File: src/rtl/rtc_bcd_alarm_if.sv
// rtc_bcd_alarm_if: host-side bundle for the watch time-of-day core.
//   master : the controller (drives mode/set/alarm controls, reads digits)
//   slave  : the rtc_bcd_alarm core
// Signals:
//   i_mode_12h            1 = 12h display, 0 = 24h display
//   i_set_en / i_set_*    load strobe + binary hh:mm:ss
//   i_alm_wr / i_alm_*    alarm load strobe + binary hh:mm
//   i_alm_en              alarm enable level
//   i_alm_snooze/i_alm_ack snooze / dismiss strobes
//   o_*_ones/o_*_tens     registered BCD digits
//   o_pm, o_tick, o_set_err, o_alarm   status outputs
interface rtc_bcd_alarm_if;
    logic       i_mode_12h;
    logic       i_set_en;
    logic [4:0] i_set_hour;
    logic [5:0] i_set_min;
    logic [5:0] i_set_sec;
    logic       i_alm_wr;
    logic [4:0] i_alm_hour;
    logic [5:0] i_alm_min;
    logic       i_alm_en;
    logic       i_alm_snooze;
    logic       i_alm_ack;
    logic [3:0] o_sec_ones, o_sec_tens, o_min_ones, o_min_tens, o_hour_ones, o_hour_tens;
    logic       o_pm;
    logic       o_tick;
    logic       o_set_err;
    logic       o_alarm;

    modport master (
        output i_mode_12h, i_set_en, i_set_hour, i_set_min, i_set_sec,
               i_alm_wr, i_alm_hour, i_alm_min, i_alm_en, i_alm_snooze, i_alm_ack,
        input  o_sec_ones, o_sec_tens, o_min_ones, o_min_tens, o_hour_ones, o_hour_tens,
               o_pm, o_tick, o_set_err, o_alarm
    );

    modport slave (
        input  i_mode_12h, i_set_en, i_set_hour, i_set_min, i_set_sec,
               i_alm_wr, i_alm_hour, i_alm_min, i_alm_en, i_alm_snooze, i_alm_ack,
        output o_sec_ones, o_sec_tens, o_min_ones, o_min_tens, o_hour_ones, o_hour_tens,
               o_pm, o_tick, o_set_err, o_alarm
    );
endinterface

File: src/rtl/rtc_bcd_alarm.sv
// rtc_bcd_alarm: BCD hh:mm:ss time-of-day counter with prescaler, 12h/24h
// display, range-checked time/alarm loading and a ring/snooze alarm FSM.
// Ports:
//   i_clk  system clock
//   i_rst  asynchronous active-low reset
//   bus    rtc_bcd_alarm_if.slave (controls in, registered digits/status out)
module rtc_bcd_alarm #(
    parameter int CLK_DIV    = 50000000,
    parameter int ALARM_LEN  = 30,
    parameter int SNOOZE_MIN = 5
) (
    input  logic            i_clk,
    input  logic            i_rst,
    rtc_bcd_alarm_if.slave  bus
);
    localparam int DIV_W  = (CLK_DIV > 1) ? $clog2(CLK_DIV) : 1;
    localparam int RING_W = $clog2(ALARM_LEN + 1);
    localparam int SNZ_LD = SNOOZE_MIN * 60;
    localparam int SNZ_W  = $clog2(SNZ_LD + 1);

    typedef enum logic [1:0] {S_IDLE, S_RING, S_SNOOZE} state_t;

    function automatic logic [7:0] bin2bcd(input logic [5:0] v);
        bin2bcd = {4'(v / 6'd10), 4'(v % 6'd10)};
    endfunction

    logic [DIV_W-1:0]  r_div;
    logic [3:0]        r_s1, r_s10, r_m1, r_m10, r_h1, r_h10;
    logic [3:0]        w_ns1, w_ns10, w_nm1, w_nm10, w_nh1, w_nh10;
    logic [3:0]        r_am1, r_am10, r_ah1, r_ah10;
    logic              r_adv;
    state_t            r_state, w_state_nxt;
    logic [RING_W-1:0] r_ring, w_ring_nxt;
    logic [SNZ_W-1:0]  r_snz, w_snz_nxt;

    logic w_wrap, w_set_ok, w_set_ld, w_alm_ok, w_alm_ld, w_adv, w_match;
    logic [4:0] w_hbin, w_h12;
    logic [7:0] w_hdisp;

    assign w_wrap   = (r_div == DIV_W'(CLK_DIV - 1));
    assign w_set_ok = (bus.i_set_hour <= 5'd23) && (bus.i_set_min <= 6'd59) && (bus.i_set_sec <= 6'd59);
    assign w_set_ld = bus.i_set_en && w_set_ok;
    assign w_alm_ok = (bus.i_alm_hour <= 5'd23) && (bus.i_alm_min <= 6'd59);
    assign w_alm_ld = bus.i_alm_wr && w_alm_ok;
    // A valid load in the same cycle swallows the second-advance.
    assign w_adv    = w_wrap && !w_set_ld;

    // BCD successor of the current time
    always_comb begin
        w_ns1 = r_s1;  w_ns10 = r_s10;
        w_nm1 = r_m1;  w_nm10 = r_m10;
        w_nh1 = r_h1;  w_nh10 = r_h10;
        if (r_s1 != 4'd9) w_ns1 = r_s1 + 4'd1;
        else begin
            w_ns1 = 4'd0;
            if (r_s10 != 4'd5) w_ns10 = r_s10 + 4'd1;
            else begin
                w_ns10 = 4'd0;
                if (r_m1 != 4'd9) w_nm1 = r_m1 + 4'd1;
                else begin
                    w_nm1 = 4'd0;
                    if (r_m10 != 4'd5) w_nm10 = r_m10 + 4'd1;
                    else begin
                        w_nm10 = 4'd0;
                        if (r_h10 == 4'd2 && r_h1 == 4'd3) begin
                            w_nh10 = 4'd0;
                            w_nh1  = 4'd0;
                        end else if (r_h1 == 4'd9) begin
                            w_nh1  = 4'd0;
                            w_nh10 = r_h10 + 4'd1;
                        end else begin
                            w_nh1  = r_h1 + 4'd1;
                        end
                    end
                end
            end
        end
    end

    // Only a real advance can ring; a load landing on the match time cannot.
    assign w_match = w_adv && bus.i_alm_en &&
                     ({w_nh10, w_nh1, w_nm10, w_nm1, w_ns10, w_ns1} ==
                      {r_ah10, r_ah1, r_am10, r_am1, 8'h00});

    // Prescaler, time and alarm registers
    always_ff @(posedge i_clk or negedge i_rst) begin
        if (!i_rst) begin
            r_div <= '0;
            {r_h10, r_h1, r_m10, r_m1, r_s10, r_s1} <= '0;
            {r_ah10, r_ah1, r_am10, r_am1} <= '0;
            r_adv <= 1'b0;
        end else begin
            r_adv <= w_adv;
            if (w_set_ld || w_wrap) r_div <= '0;
            else                    r_div <= r_div + DIV_W'(1);
            if (w_set_ld) begin
                {r_h10, r_h1} <= bin2bcd({1'b0, bus.i_set_hour});
                {r_m10, r_m1} <= bin2bcd(bus.i_set_min);
                {r_s10, r_s1} <= bin2bcd(bus.i_set_sec);
            end else if (w_adv) begin
                {r_h10, r_h1, r_m10, r_m1, r_s10, r_s1} <=
                    {w_nh10, w_nh1, w_nm10, w_nm1, w_ns10, w_ns1};
            end
            if (w_alm_ld) begin
                {r_ah10, r_ah1} <= bin2bcd({1'b0, bus.i_alm_hour});
                {r_am10, r_am1} <= bin2bcd(bus.i_alm_min);
            end
        end
    end

    // Alarm FSM: state register
    always_ff @(posedge i_clk or negedge i_rst) begin
        if (!i_rst) begin
            r_state <= S_IDLE;
            r_ring  <= '0;
            r_snz   <= '0;
        end else begin
            r_state <= w_state_nxt;
            r_ring  <= w_ring_nxt;
            r_snz   <= w_snz_nxt;
        end
    end

    // Alarm FSM: next state
    always_comb begin
        w_state_nxt = r_state;
        w_ring_nxt  = r_ring;
        w_snz_nxt   = r_snz;
        if (!bus.i_alm_en) begin
            w_state_nxt = S_IDLE;
        end else begin
            case (r_state)
                S_IDLE: begin
                    if (w_match) begin
                        w_state_nxt = S_RING;
                        w_ring_nxt  = '0;
                    end
                end
                S_RING: begin
                    if (bus.i_alm_ack) begin
                        w_state_nxt = S_IDLE;
                    end else if (bus.i_alm_snooze) begin
                        w_state_nxt = S_SNOOZE;
                        w_snz_nxt   = SNZ_W'(SNZ_LD);
                    end else if (w_adv) begin
                        if (r_ring == RING_W'(ALARM_LEN - 1)) w_state_nxt = S_IDLE;
                        else                                  w_ring_nxt  = r_ring + RING_W'(1);
                    end
                end
                S_SNOOZE: begin
                    if (bus.i_alm_ack) begin
                        w_state_nxt = S_IDLE;
                    end else if (w_adv) begin
                        if (r_snz == SNZ_W'(1)) begin
                            w_state_nxt = S_RING;
                            w_ring_nxt  = '0;
                        end else begin
                            w_snz_nxt = r_snz - SNZ_W'(1);
                        end
                    end
                end
                default: w_state_nxt = S_IDLE;
            endcase
        end
    end

    // Display: 0 -> 12, 13..23 -> hour-12 in 12h mode
    assign w_hbin  = 5'(r_h10) * 5'd10 + 5'(r_h1);
    assign w_h12   = (w_hbin == 5'd0) ? 5'd12 : (w_hbin > 5'd12) ? (w_hbin - 5'd12) : w_hbin;
    assign w_hdisp = bus.i_mode_12h ? bin2bcd({1'b0, w_h12}) : {r_h10, r_h1};

    always_ff @(posedge i_clk or negedge i_rst) begin
        if (!i_rst) begin
            bus.o_sec_ones  <= '0;
            bus.o_sec_tens  <= '0;
            bus.o_min_ones  <= '0;
            bus.o_min_tens  <= '0;
            bus.o_hour_ones <= '0;
            bus.o_hour_tens <= '0;
            bus.o_pm        <= 1'b0;
            bus.o_tick      <= 1'b0;
            bus.o_set_err   <= 1'b0;
            bus.o_alarm     <= 1'b0;
        end else begin
            bus.o_sec_ones  <= r_s1;
            bus.o_sec_tens  <= r_s10;
            bus.o_min_ones  <= r_m1;
            bus.o_min_tens  <= r_m10;
            bus.o_hour_ones <= w_hdisp[3:0];
            bus.o_hour_tens <= w_hdisp[7:4];
            bus.o_pm        <= (w_hbin >= 5'd12);
            bus.o_tick      <= r_adv;
            bus.o_set_err   <= (bus.i_set_en && !w_set_ok) || (bus.i_alm_wr && !w_alm_ok);
            bus.o_alarm     <= (r_state == S_RING);
        end
    end
endmodule

File: src/flat_wrapper.sv
// flat-port wrapper written by rule: the top's interface ports become plain ports
module rtc_bcd_alarm_flat 
#(
    parameter int CLK_DIV    = 50000000,
    parameter int ALARM_LEN  = 30,
    parameter int SNOOZE_MIN = 5
)
  (i_clk, i_rst, bus_i_mode_12h, bus_i_set_en, bus_i_set_hour, bus_i_set_min, bus_i_set_sec, bus_i_alm_wr, bus_i_alm_hour, bus_i_alm_min, bus_i_alm_en, bus_i_alm_snooze, bus_i_alm_ack, bus_o_sec_ones, bus_o_sec_tens, bus_o_min_ones, bus_o_min_tens, bus_o_hour_ones, bus_o_hour_tens, bus_o_pm, bus_o_tick, bus_o_set_err, bus_o_alarm);
  rtc_bcd_alarm_if bus_i ();
  input  logic i_clk;
  input  logic i_rst;
  input wire logic [$bits(bus_i.i_mode_12h)-1:0] bus_i_mode_12h;
  input wire logic [$bits(bus_i.i_set_en)-1:0] bus_i_set_en;
  input wire logic [$bits(bus_i.i_set_hour)-1:0] bus_i_set_hour;
  input wire logic [$bits(bus_i.i_set_min)-1:0] bus_i_set_min;
  input wire logic [$bits(bus_i.i_set_sec)-1:0] bus_i_set_sec;
  input wire logic [$bits(bus_i.i_alm_wr)-1:0] bus_i_alm_wr;
  input wire logic [$bits(bus_i.i_alm_hour)-1:0] bus_i_alm_hour;
  input wire logic [$bits(bus_i.i_alm_min)-1:0] bus_i_alm_min;
  input wire logic [$bits(bus_i.i_alm_en)-1:0] bus_i_alm_en;
  input wire logic [$bits(bus_i.i_alm_snooze)-1:0] bus_i_alm_snooze;
  input wire logic [$bits(bus_i.i_alm_ack)-1:0] bus_i_alm_ack;
  output wire logic [$bits(bus_i.o_sec_ones)-1:0] bus_o_sec_ones;
  output wire logic [$bits(bus_i.o_sec_tens)-1:0] bus_o_sec_tens;
  output wire logic [$bits(bus_i.o_min_ones)-1:0] bus_o_min_ones;
  output wire logic [$bits(bus_i.o_min_tens)-1:0] bus_o_min_tens;
  output wire logic [$bits(bus_i.o_hour_ones)-1:0] bus_o_hour_ones;
  output wire logic [$bits(bus_i.o_hour_tens)-1:0] bus_o_hour_tens;
  output wire logic [$bits(bus_i.o_pm)-1:0] bus_o_pm;
  output wire logic [$bits(bus_i.o_tick)-1:0] bus_o_tick;
  output wire logic [$bits(bus_i.o_set_err)-1:0] bus_o_set_err;
  output wire logic [$bits(bus_i.o_alarm)-1:0] bus_o_alarm;
  assign bus_i.i_mode_12h = bus_i_mode_12h;
  assign bus_i.i_set_en = bus_i_set_en;
  assign bus_i.i_set_hour = bus_i_set_hour;
  assign bus_i.i_set_min = bus_i_set_min;
  assign bus_i.i_set_sec = bus_i_set_sec;
  assign bus_i.i_alm_wr = bus_i_alm_wr;
  assign bus_i.i_alm_hour = bus_i_alm_hour;
  assign bus_i.i_alm_min = bus_i_alm_min;
  assign bus_i.i_alm_en = bus_i_alm_en;
  assign bus_i.i_alm_snooze = bus_i_alm_snooze;
  assign bus_i.i_alm_ack = bus_i_alm_ack;
  assign bus_o_sec_ones = bus_i.o_sec_ones;
  assign bus_o_sec_tens = bus_i.o_sec_tens;
  assign bus_o_min_ones = bus_i.o_min_ones;
  assign bus_o_min_tens = bus_i.o_min_tens;
  assign bus_o_hour_ones = bus_i.o_hour_ones;
  assign bus_o_hour_tens = bus_i.o_hour_tens;
  assign bus_o_pm = bus_i.o_pm;
  assign bus_o_tick = bus_i.o_tick;
  assign bus_o_set_err = bus_i.o_set_err;
  assign bus_o_alarm = bus_i.o_alarm;
  rtc_bcd_alarm #(.CLK_DIV(CLK_DIV), .ALARM_LEN(ALARM_LEN), .SNOOZE_MIN(SNOOZE_MIN)) u_core (.i_clk(i_clk), .i_rst(i_rst), .bus(bus_i));
endmodule
File: config.mk
export PLATFORM = sky130hd
export DESIGN_NAME = rtc_bcd_alarm_flat
export DESIGN_NICKNAME = d
export VERILOG_FILES = /design/src/rtl/rtc_bcd_alarm_if.sv /design/src/rtl/rtc_bcd_alarm.sv /design/src/flat_wrapper.sv
export SDC_FILE = /design/constraint.sdc
export NUM_CORES = 1
export LEC_CHECK = 0
export BUFFER_PORTS_ARGS = -buffer_cell sky130_fd_sc_hd__buf_4
export CAP_MARGIN = 0
export CORE_ASPECT_RATIO = 0.8
export CORE_UTILIZATION = 60
export CTS_BUF_LIST = sky130_fd_sc_hd__clkbuf_8
export CTS_CLUSTER_SIZE = 30
export DETAILED_ROUTE_END_ITERATION = 16
export PLACE_DENSITY = 0.84
export SETUP_SLACK_MARGIN = 0.15
export SLEW_MARGIN = 20
export SYNTH_ARGS = -nofsm -noshare
export SYNTH_HDL_FRONTEND = slang
export SYNTH_SLANG_ARGS = --single-unit
File: constraint.sdc
create_clock -name i_clk -period 4.8 [get_ports i_clk]
set_input_delay 0.96 -clock i_clk [delete_from_list [all_inputs] [get_ports i_clk]]
set_output_delay 0.96 -clock i_clk [all_outputs]
set_load 0.01 [all_outputs]
## After elaboration in Yosys (flattened, before gate mapping)

Cells that the tools add are included.

- Muxes and demuxes: 63
- Div/mod/pow operators: 12
- Order comparisons: 7
- $add $sub $neg: 11
- Bitwise gates (word level): 0
- Reductions and logical operators: 24
- Shifts and indexed selects: 0
- $mul: 1
- Equality and inequality tests: 28

Operators by type and width:

| operator | number |
|---|---|
| $mux W4 | 34 |
| $mux W5 | 10 |
| $mux W9 | 5 |
| $add A26 B1 Y26 const B | 1 |
| $eq A26 B26 Y1 const B | 1 |
| $mux W26 | 1 |
| $add A4 B1 Y4 const B | 6 |
| $eq A24 B24 Y1 | 1 |
| $div A5 B4 Y6 const B | 3 |
| $div A6 B4 Y6 const B | 3 |
| $le A6 B6 Y1 const B | 3 |
| $mod A5 B4 Y6 const B | 3 |
| $mod A6 B4 Y6 const B | 3 |
| $mux W2 | 9 |
| $pmux W9 S2 | 1 |
| $ne A4 B3 Y1 const B | 4 |
| $pmux W5 S3 | 1 |
| $ne A2 B2 Y1 const B | 6 |
| $logic_and A1 B1 Y1 | 11 |
| $le A5 B5 Y1 const B | 2 |
| $ne A5 B4 Y1 const B | 2 |
| $reduce_and A10 Y1 | 1 |
| $eq A9 B1 Y1 const B | 1 |
| $sub A9 B1 Y9 const B | 1 |
| other kinds (24) | 33 |

- Bits in registers: 111
- Input port bits: 36
- Bits in read-only memories: 0
- Latch bits: 0
- Memories: 0
- RAM bits: 0
- Output and inout bits: 28

## Longest topological paths before layout

Gate-level depths: netlist of run 1.

- Word-level depth: 12
- Depth in mapped cells: 17
- Depth with buffers taken out: 16

## Least setup slack after synthesis of run 1

OpenSTA, ideal clock, no wires.

- Kind: flip-flop to flip-flop
- From: reg u_core.r_h10[0]
- To: reg u_core.bus.o_hour_ones[2]
- Path buffers: 1
- Library setup time: 99 ps
- Period minus slack after synthesis: 3376 ps
- Cell stages (with the launch flop): 14
- Arrival time: 3276 ps
- Path slack: 1424 ps
- Required time: 4701 ps
- Path through: dfrtp_1 -> ha_1 -> ha_1 -> xnor2_1 -> ha_1 -> or3b_2 -> a21oi_1 -> mux2i_1 -> nor2b_1 -> clkbuf_1 -> nor2b_1 -> nor2_1 -> ha_1 -> a311oi_1

- Word-level cells in the longest chain between the ends: 7
- Elaborated cells between the ends (all ways): 9
- Those cells by class: add/sub (2); mul (1); div (1); order compare (1); mux (3); reduce/logical (1)

RTL lines:

| what | RTL line | RTL |
|---|---|---|
| from (decl) | rtc_bcd_alarm.sv:28 | `logic [3:0] r_s1, r_s10, r_m1, r_m10, r_h1, r_h10;` |
| from (signal assigned) | rtc_bcd_alarm.sv:97 | `{r_h10, r_h1} <= bin2bcd({1'b0, bus.i_set_hour});` |
| from (signal assigned) | rtc_bcd_alarm.sv:101 | `{r_h10, r_h1, r_m10, r_m1, r_s10, r_s1} <=` |
| $mul A4 B3 Y4 (*) | rtc_bcd_alarm.sv:168 | `assign w_hbin = 5'(r_h10) * 5'd10 + 5'(r_h1);` |
| $add A5 B4 Y5 (*) | rtc_bcd_alarm.sv:168 |  |
| $sub A5 B4 Y5 / $gt A5 B4 Y1 (equally long branches) | rtc_bcd_alarm.sv:169 | `assign w_h12 = (w_hbin == 5'd0) ? 5'd12 : (w_hbin > 5'd12) ? (w_hbin - 5'd12) : w_hbin;` |
| $mux W5 | rtc_bcd_alarm.sv:169 |  |
| $mux W5 (*) | rtc_bcd_alarm.sv:169 |  |
| $mod A5 B4 Y6 (*) | rtc_bcd_alarm.sv:24 | `bin2bcd = {4'(v / 6'd10), 4'(v % 6'd10)};` |
| $mux W8 (*) | rtc_bcd_alarm.sv:170 | `assign w_hdisp = bus.i_mode_12h ? bin2bcd({1'b0, w_h12}) : {r_h10, r_h1};` |
| named net u_core.w_hdisp[2] | rtc_bcd_alarm.sv:38 | `logic [7:0] w_hdisp;` |
| to (signal assigned) | rtc_bcd_alarm.sv:189 | `bus.o_hour_ones <= w_hdisp[3:0];` |
| to (decl) | rtc_bcd_alarm_if.sv:40 | `output o_sec_ones, o_sec_tens, o_min_ones, o_min_tens, o_hour_ones, o_hour_tens,` |

Mark *: on every way through the listed nets, which the timed path passes. The rest lies on a longest branch.
A chain may end at the register's enable or synchronous reset.

## Worst setup path in the final report of run 1

- From: reg u_core.r_h10[0]
- To: reg u_core.bus.o_hour_ones[3]

The elaborated chain is that of the path after synthesis.

==> flow_summary.yaml, run 1 <==
status:
  status: "finished, final reports clean"
final_layout:
  multi_input_area_sq_mm: 0.00415
  regArea_sq_mm: 0.00270
  final_nets: 928
  area_growth_pct: 10.1
  nFillCells: 958
  diodes: 0
  layout_commonest_cell: "dfrtp_1"
  layout-drive-gt1-share_pct: 14.1
  final_cell_mix: "dfrtp_1, nor2_1, nand2_1"
clock_network:
  cts_inserted_buffers: 9
  clk_pin_slew_ps: 100
  cts_buffer_depth: 2
  postCtsResizedCells: 0
  htreeDepth: 3
  tritoncts: "built"
  cts.sinks: 108
  cts_root_buf: "clkbuf_8"
  cts-hold-fix-buffers: 0
  clk_latency_ps: 380
  cts_setup_buffers: 0
synth:
  netlist_area_sq_mm: 0.00715
  ys_warn_count: 0
  synth.yosys.seq_area_share_pct: 37.8
  syn_inst: 828
  synth_top_area_share_pct: 37.8
  syn_avg_cell_area_sq_um: 8.63
  ys_ff_latch: 108
  synth_edf_count: 0
  async_flop_share_pct: 100
  synth_nets: 887
  ys_types: 87
  synth-main-ff-cell: "dfrtp_1"
  yosys.area.top_type: "dfrtp_1"
  ys_top_cells_by_area: "dfrtp_1, nor2_1, o21ai_0"
worst_setup_path:
  critPathBufInv: 2
  cpPeakStageDelay_ps: 560
  crit_path_max_fanout: 10
  cp-start-kind: "flip-flop"
  worstSetupPathType: "flip-flop to flip-flop"
  reg2reg_from: "u_core.r_h10[0]"
  critPathRequiredTime_ps: 5070
  reg2reg_setup_slack_ps: 870
  crit_path_start: "u_core.r_h10[0]"
  crit_arrival_ps: 4190
  path_cells: "ha_1, inv_1, fa_1, xnor2_1, inv_1, ha_1, nor3b_1, nor4_1, mux2i_1, nor2b_1, nor2b_1, nor2_1, ha_1, o21bai_1, a2bb2oi_1, a21oi_1"
  critPathSlowestCell: "dfrtp_1"
  cp.depth: 16
  critPathTopFamily: "simple AND/OR/NAND/NOR gates"
  worstSetupEndpointType: "flip-flop"
  path_common_cell: "ha_1"
  ff2ff_path_depth: 16
global_routing:
  grt_pass1_wl_mm: 27.6
  track_usage_pct: 28.3
  grt_pass1_vias: 5868
  grt_overflow: 0
  grt_max_degree: 58
  antenna_found_initial: 1
sta:
  max_slew.worst_pin.slew_ps: 776
  skew_ps: 9.92
  final.setup.tns_ps: 0
  finalMaxSlewViolations: 0
  timing.final.crit_period_ps: 3930
  fin_crit_sh_pct: 81.8
  final.setup.worst_slack_ps: 872
  setup_violations: 0
  hold-worst-slack_ps: 368
  clock.fmax_mhz: 255
  rsz0062_at_grt: "false"
  max_slew_margin_pct: 48.2
  hold_violations: 0
placed_design:
  gp_congestion: 0.880
  pre_cts_slack_ps: 986
  dp_hpwl_mm: 12.4
  io_buffer_count: 63
floorplan:
  die_h_um: 99.6
  rows: 35
  start_util_pct: 61.8
  coreArea_sq_mm: 0.0116
  die-area_sq_mm: 0.0124
  ios: 64
  die_w_um: 124
power:
  pwr-share-comb_pct: 33.7
  seqPwrFrac_pct: 44.3
  p_int_mw: 1.68
  swShare_pct: 35.6
  clkPwrFrac_pct: 22.1
  p_leak_nw: 3.44
  peakVddDrop_mv: 0.217
  power_density_mw_per_mm2: 332
  power_switching_mw: 0.933
drt:
  dr.pass1.iters: 5
  drc: 0
  drtIter0Drc: 445
  drt_wl_total_mm: 17.0
  via_count: 6342
  ant_nets: 0
  wire_per_inst_um: 16.6
  drt-vias-per-instance: 6.21
hold_path:
  min_path_type: "flip-flop to flip-flop"
  holdPathStages: 0
  hp-start: "u_core.r_adv"
run:
  drv_cap: 0
[through the flow]
step,instance area (sq um),utilization [%],std cells,power [mW]
after global routing,7870,68.1,1021,2.78
final,7870,68.1,1021,2.62
after CTS,7870,68.1,1021,2.61
after floorplan,7150,-,828,1.77
after detailed placement,7670,66.4,1006,2.04
after global placement,7670,66.4,1006,1.99
[state kept, by name (all words and copies together) (netlist names), 2 cells and up]
name and flops:
u_core.bus.o_hour_tens 4, u_core.r_s10 4, u_core.r_ring 5, u_core.r_m1 4, u_core.r_snz 9, u_core.r_am1 4
u_core.bus.o_hour_ones 4, u_core.r_div 26, u_core.r_ah10 2, u_core.r_state 2, u_core.r_h1 4, u_core.r_ah1 4
u_core.bus.o_min_ones 4, u_core.bus.o_sec_tens 4, u_core.r_s1 4, u_core.r_m10 4, u_core.r_h10 4, u_core.bus.o_min_tens 4
u_core.r_am10 3, u_core.bus.o_sec_ones 4
[per-layer routing]
metal  GRT usage (%)  vias to the layer above  part of all wire [%]
met5               0                        -                     0
li1                -                     3046                     -
met1            37.9                     3030                    44
met3            5.56                       41                   6.3
met2            46.0                      225                    48
met4            9.07                        0                   2.1
[worst paths after layout]
path,to
worst max-delay path,u_core.bus.o_hour_ones[3]
worst min-delay path,u_core.bus.o_tick
worst max register to register,u_core.bus.o_hour_ones[3]
worst min register to register,u_core.bus.o_tick
max in group asynchronous,u_core.r_am10[0]
min in group asynchronous,u_core.r_div[20]
[cell families (layout without fill, tap and decap cells)]
group           Yosys count  count (layout)  share of synthesized area [%]
simple gates            346             346                           26.1
compound gates          208             208                           18.6
flops                   108             108                           37.8
buf+inv                  72             117                           4.20
xor+xnor                 53              53                           6.49
fa+ha+maj                23              23                           4.13
mux                      18              18                           2.68
[final cells by class]
type	count	share of cell area, %
clock inverters	4	0.636
inverters	34	1.62
clock buffers	11	1.92
repair buffers	68	6.48
multi-input cells	648	52.7
flip-flops and latches	108	34.3
well taps	148	2.35
[worst reg2reg max path: stages (launching register included)]
cell and delay, ps:
dfrtp_1 560, ha_1 230, inv_1 60, fa_1 370, xnor2_1 320, inv_1 140, ha_1 210, nor3b_1 170
nor4_1 260, mux2i_1 170, nor2b_1 440, nor2b_1 210, nor2_1 50, ha_1 210, o21bai_1 160, a2bb2oi_1 180
a21oi_1 80
[cell usage after synthesis (all sizes together) (9+ instances only)]
| master | instances |
|---|---|
| inv | 34 |
| xnor2 | 25 |
| and3 | 13 |
| nor2b | 21 |
| o21ai | 73 |
| nand4 | 15 |
| buf | 9 |
| nor2 | 91 |
| or3 | 10 |
| dfrtp | 108 |
| nand2 | 77 |
| ha | 22 |
| nor3 | 21 |
| a31oi | 14 |
| mux2i | 9 |
| nand2b | 16 |
| xor2 | 28 |
| clkbuf | 29 |
| mux2 | 9 |
| nand3 | 29 |
| nor4 | 16 |
| a21oi | 52 |
[power groups by stage]
stage	clock, mW	sequential (mW)	combinational (mW)
after global placement	0	1.16	0.821
after global routing	0.629	1.18	0.974
after floorplan	0	1.13	0.633
final	0.578	1.16	0.881
after CTS	0.583	1.16	0.874
after detailed placement	0	1.17	0.870
(Power assumes the default switching activity.)
==> run 2, diff against run 1 <==
--- a/config.mk
+++ b/config.mk
@@ -5,6 +5,7 @@
 export SDC_FILE = /design/constraint.sdc
 export NUM_CORES = 1
 export LEC_CHECK = 0
+export ABC_AREA = 1
 export BUFFER_PORTS_ARGS = -buffer_cell sky130_fd_sc_hd__buf_4
 export CAP_MARGIN = 0
 export CORE_ASPECT_RATIO = 0.8
==> constraint.sdc (replaced) <==
create_clock -name i_clk -period 3.87 [get_ports i_clk]
set_input_delay 0.774 -clock i_clk [delete_from_list [all_inputs] [get_ports i_clk]]
set_output_delay 0.774 -clock i_clk [all_outputs]
set_load 0.01 [all_outputs]
==> run 2 against run 1 <==
- highest routed layer unchanged
- largest cell class unchanged
- sequential cell count unchanged
- critical endpoint is now u_core.bus.o_hour_ones[2]
- clock skew is 1.9 ps lower
- combinational power grew 46%
==> flow_summary.yaml, run 2 <==
status:
  status: "finished, final reports clean"
drt:
  drtIter0Drc: 431
  drt_wl_total_mm: 16.0
  ant_nets: 0
  dr.pass1.iters: 5
  via_count: 6367
  wire_per_inst_um: 13.8
  drc: 0
  drt-vias-per-instance: 5.50
clock_network:
  clk_latency_ps: 380
  cts_inserted_buffers: 9
  cts-hold-fix-buffers: 0
  cts_setup_buffers: 0
  postCtsResizedCells: 0
  clk_pin_slew_ps: 110
  htreeDepth: 3
  tritoncts: "built"
  cts_buffer_depth: 2
  cts_root_buf: "clkbuf_8"
  cts.sinks: 108
worst_setup_path:
  critPathSlowestCell: "dfrtp_1"
  critPathRequiredTime_ps: 4150
  crit_arrival_ps: 3510
  rr_endpoint: "u_core.bus.o_hour_ones[2]"
  worstSetupPathType: "flip-flop to flip-flop"
  worstSetupEndpointType: "flip-flop"
  cpPeakStageDelay_ps: 460
  cp-start-kind: "flip-flop"
  path_cells: "ha_1, ha_1, xor2_1, inv_1, ha_1, inv_1, nor3_1, o211ai_1, nand2_1, nor2_1, inv_1, o21ai_0, inv_1, ha_1, nand2_1, nand3_1, nand2_1"
  critPathBufInv: 4
  crit_path_start: "u_core.r_h10[0]"
  reg2reg_from: "u_core.r_h10[0]"
  critPathTopFamily: "adder cells"
  crit_path_max_fanout: 6
  reg2reg_setup_slack_ps: 640
  cp.depth: 17
  ff2ff_path_depth: 17
sta:
  rsz0062_at_grt: "false"
  finalMaxSlewViolations: 0
  hold-worst-slack_ps: 357
  final.setup.tns_ps: 0
  clock.fmax_mhz: 309
  setup_violations: 0
  timing.final.crit_period_ps: 3230
  max_slew_margin_pct: 62.0
  fin_crit_sh_pct: 83.5
  final.setup.worst_slack_ps: 638
  skew_ps: 7.99
  hold_violations: 0
  max_slew.worst_pin.slew_ps: 570
synth:
  ys_ff_latch: 108
  ys_warn_count: 0
  yosys-top-cells-count: "nand2_1, inv_1, dfrtp_1, nor2_1, nand3_1"
  syn_avg_cell_area_sq_um: 7.35
  synth_nets: 1001
  syn_inst: 942
  synth_top_area_share_pct: 39.0
  synth_edf_count: 0
  synth-main-ff-cell: "dfrtp_1"
  ys_types: 51
  yosys.area.top_type: "dfrtp_1"
  async_flop_share_pct: 100
  netlist_area_sq_mm: 0.00693
  ys_top_cells_by_area: "dfrtp_1, nand2_1, inv_1"
  yosysMostFrequentCell: "nand2_1"
  synth.yosys.seq_area_share_pct: 39.0
global_routing:
  grt_pass1_vias: 5672
  grt_overflow: 0
  track_usage_pct: 28.3
  grt_pass1_wl_mm: 26.7
  antenna_found_initial: 0
  grt_max_degree: 109
final_layout:
  area_growth_pct: 12.2
  final_cells: 1157
  diodes: 0
  final_nets: 1067
  layout_commonest_cell: "nand2_1"
  largest_register: "u_core.r_div"
  fin_util_pct: 70.3
  largest_reg_flops: 26
  final_cell_mix: "nand2_1, inv_1, dfrtp_1"
  layout-drive-gt1-share_pct: 14.7
  reg_top3: "u_core.r_div: 26 flops, u_core.r_snz: 9 flops, u_core.r_ring: 5 flops"
power:
  swShare_pct: 39.1
  peakVddDrop_mv: 0.290
  p_int_mw: 2.14
  pwr-share-comb_pct: 36.8
  clkPwrFrac_pct: 20.9
  power_density_mw_per_mm2: 451
  seqPwrFrac_pct: 42.4
  power_switching_mw: 1.37
  p_leak_nw: 3.99
hold_path:
  worst_hold_path.endpoint: "u_core.bus.o_tick"
  min_path_type: "flip-flop to flip-flop"
  holdPathStages: 0
  hp-start: "u_core.r_adv"
placed_design:
  dp_hpwl_mm: 11.9
  gp_congestion: 0.906
  placed_cells: 1141
  pre_cts_slack_ps: 702
  io_buffer_count: 63
floorplan:
  start_util_pct: 62.6
  coreArea_sq_mm: 0.0111
  die_w_um: 122
  rows: 34
  die-area_sq_mm: 0.0120
  ios: 64
  die_h_um: 98.1
run:
  drv_cap: 0
[run 2: cell count changes in the layout (fill, tap and decap cells not counted), moves of 13 or more]
cell,before,now
nand2b_1,15,0
inv_1,35,140
o21ai_0,65,52
nand2_1,76,233
and3_1,13,0
xnor2_1,25,5
xor2_1,28,14
nor2b_1,21,0
nand3_1,28,71
a21oi_1,52,32
[run 2: worst max path at each step]
stage | slack, ps | end
floorplan | 1050 | u_core.bus.o_hour_ones[3]
global placement | 870 | u_core.bus.o_hour_ones[3]
detailed placement | 700 | u_core.bus.o_hour_ones[2]
CTS | 680 | u_core.bus.o_hour_ones[3]
global route | 330 | u_core.bus.o_hour_ones[3]
finish | 640 | u_core.bus.o_hour_ones[2]
[run 2: layout make-up]
type	count	area [sq um]
multi-input cells	671	3600
fillers	960	3290
flip-flops and latches	108	2700
inverters	151	568
repair buffers	67	515
well taps	144	180
clock buffers	10	138
clock inverters	6	71.3
[run 2: through the flow]
stage | power, mW | area, sq um
finish | 3.51 | 7770
global route | 3.76 | 7770
CTS | 3.52 | 7770
detailed placement | 2.78 | 7560
global placement | 2.75 | 7560
floorplan | 2.39 | 6930
[run 2: logic make-up (layout without fill, tap and decap cells)]
family | after synthesis | count (layout) | synth area share, %
flops | 108 | 108 | 39.0
xor+xnor | 20 | 20 | 2.64
simple gates | 485 | 485 | 32.6
fa+ha+maj | 23 | 23 | 4.26
buf+inv | 163 | 234 | 9.03
compound gates | 143 | 143 | 12.4
[run 2: power by group through the flow]
stage | Clock, mW | Combinational, mW | Sequential, mW
detailed placement | 0 | 1.28 | 1.50
CTS | 0.749 | 1.28 | 1.48
global placement | 0 | 1.25 | 1.50
floorplan | 0 | 0.894 | 1.49
global route | 0.785 | 1.47 | 1.51
finish | 0.732 | 1.29 | 1.49
[run 2: routing by layer]
metal | track usage [%] | share of wire (%)
met5 | 0 | 0
met4 | 7.13 | 1.9
met3 | 4.61 | 6.9
met2 | 43.7 | 44
met1 | 41.6 | 47
[run 2: worst reg2reg max path: stages (launching register included)]
cell,delay [ps]
dfrtp_1,460
ha_1,350
ha_1,310
xor2_1,310
inv_1,120
ha_1,220
inv_1,70
nor3_1,60
o211ai_1,240
nand2_1,80
nor2_1,160
inv_1,80
o21ai_0,140
inv_1,60
ha_1,270
nand2_1,60
nand3_1,70
nand2_1,60
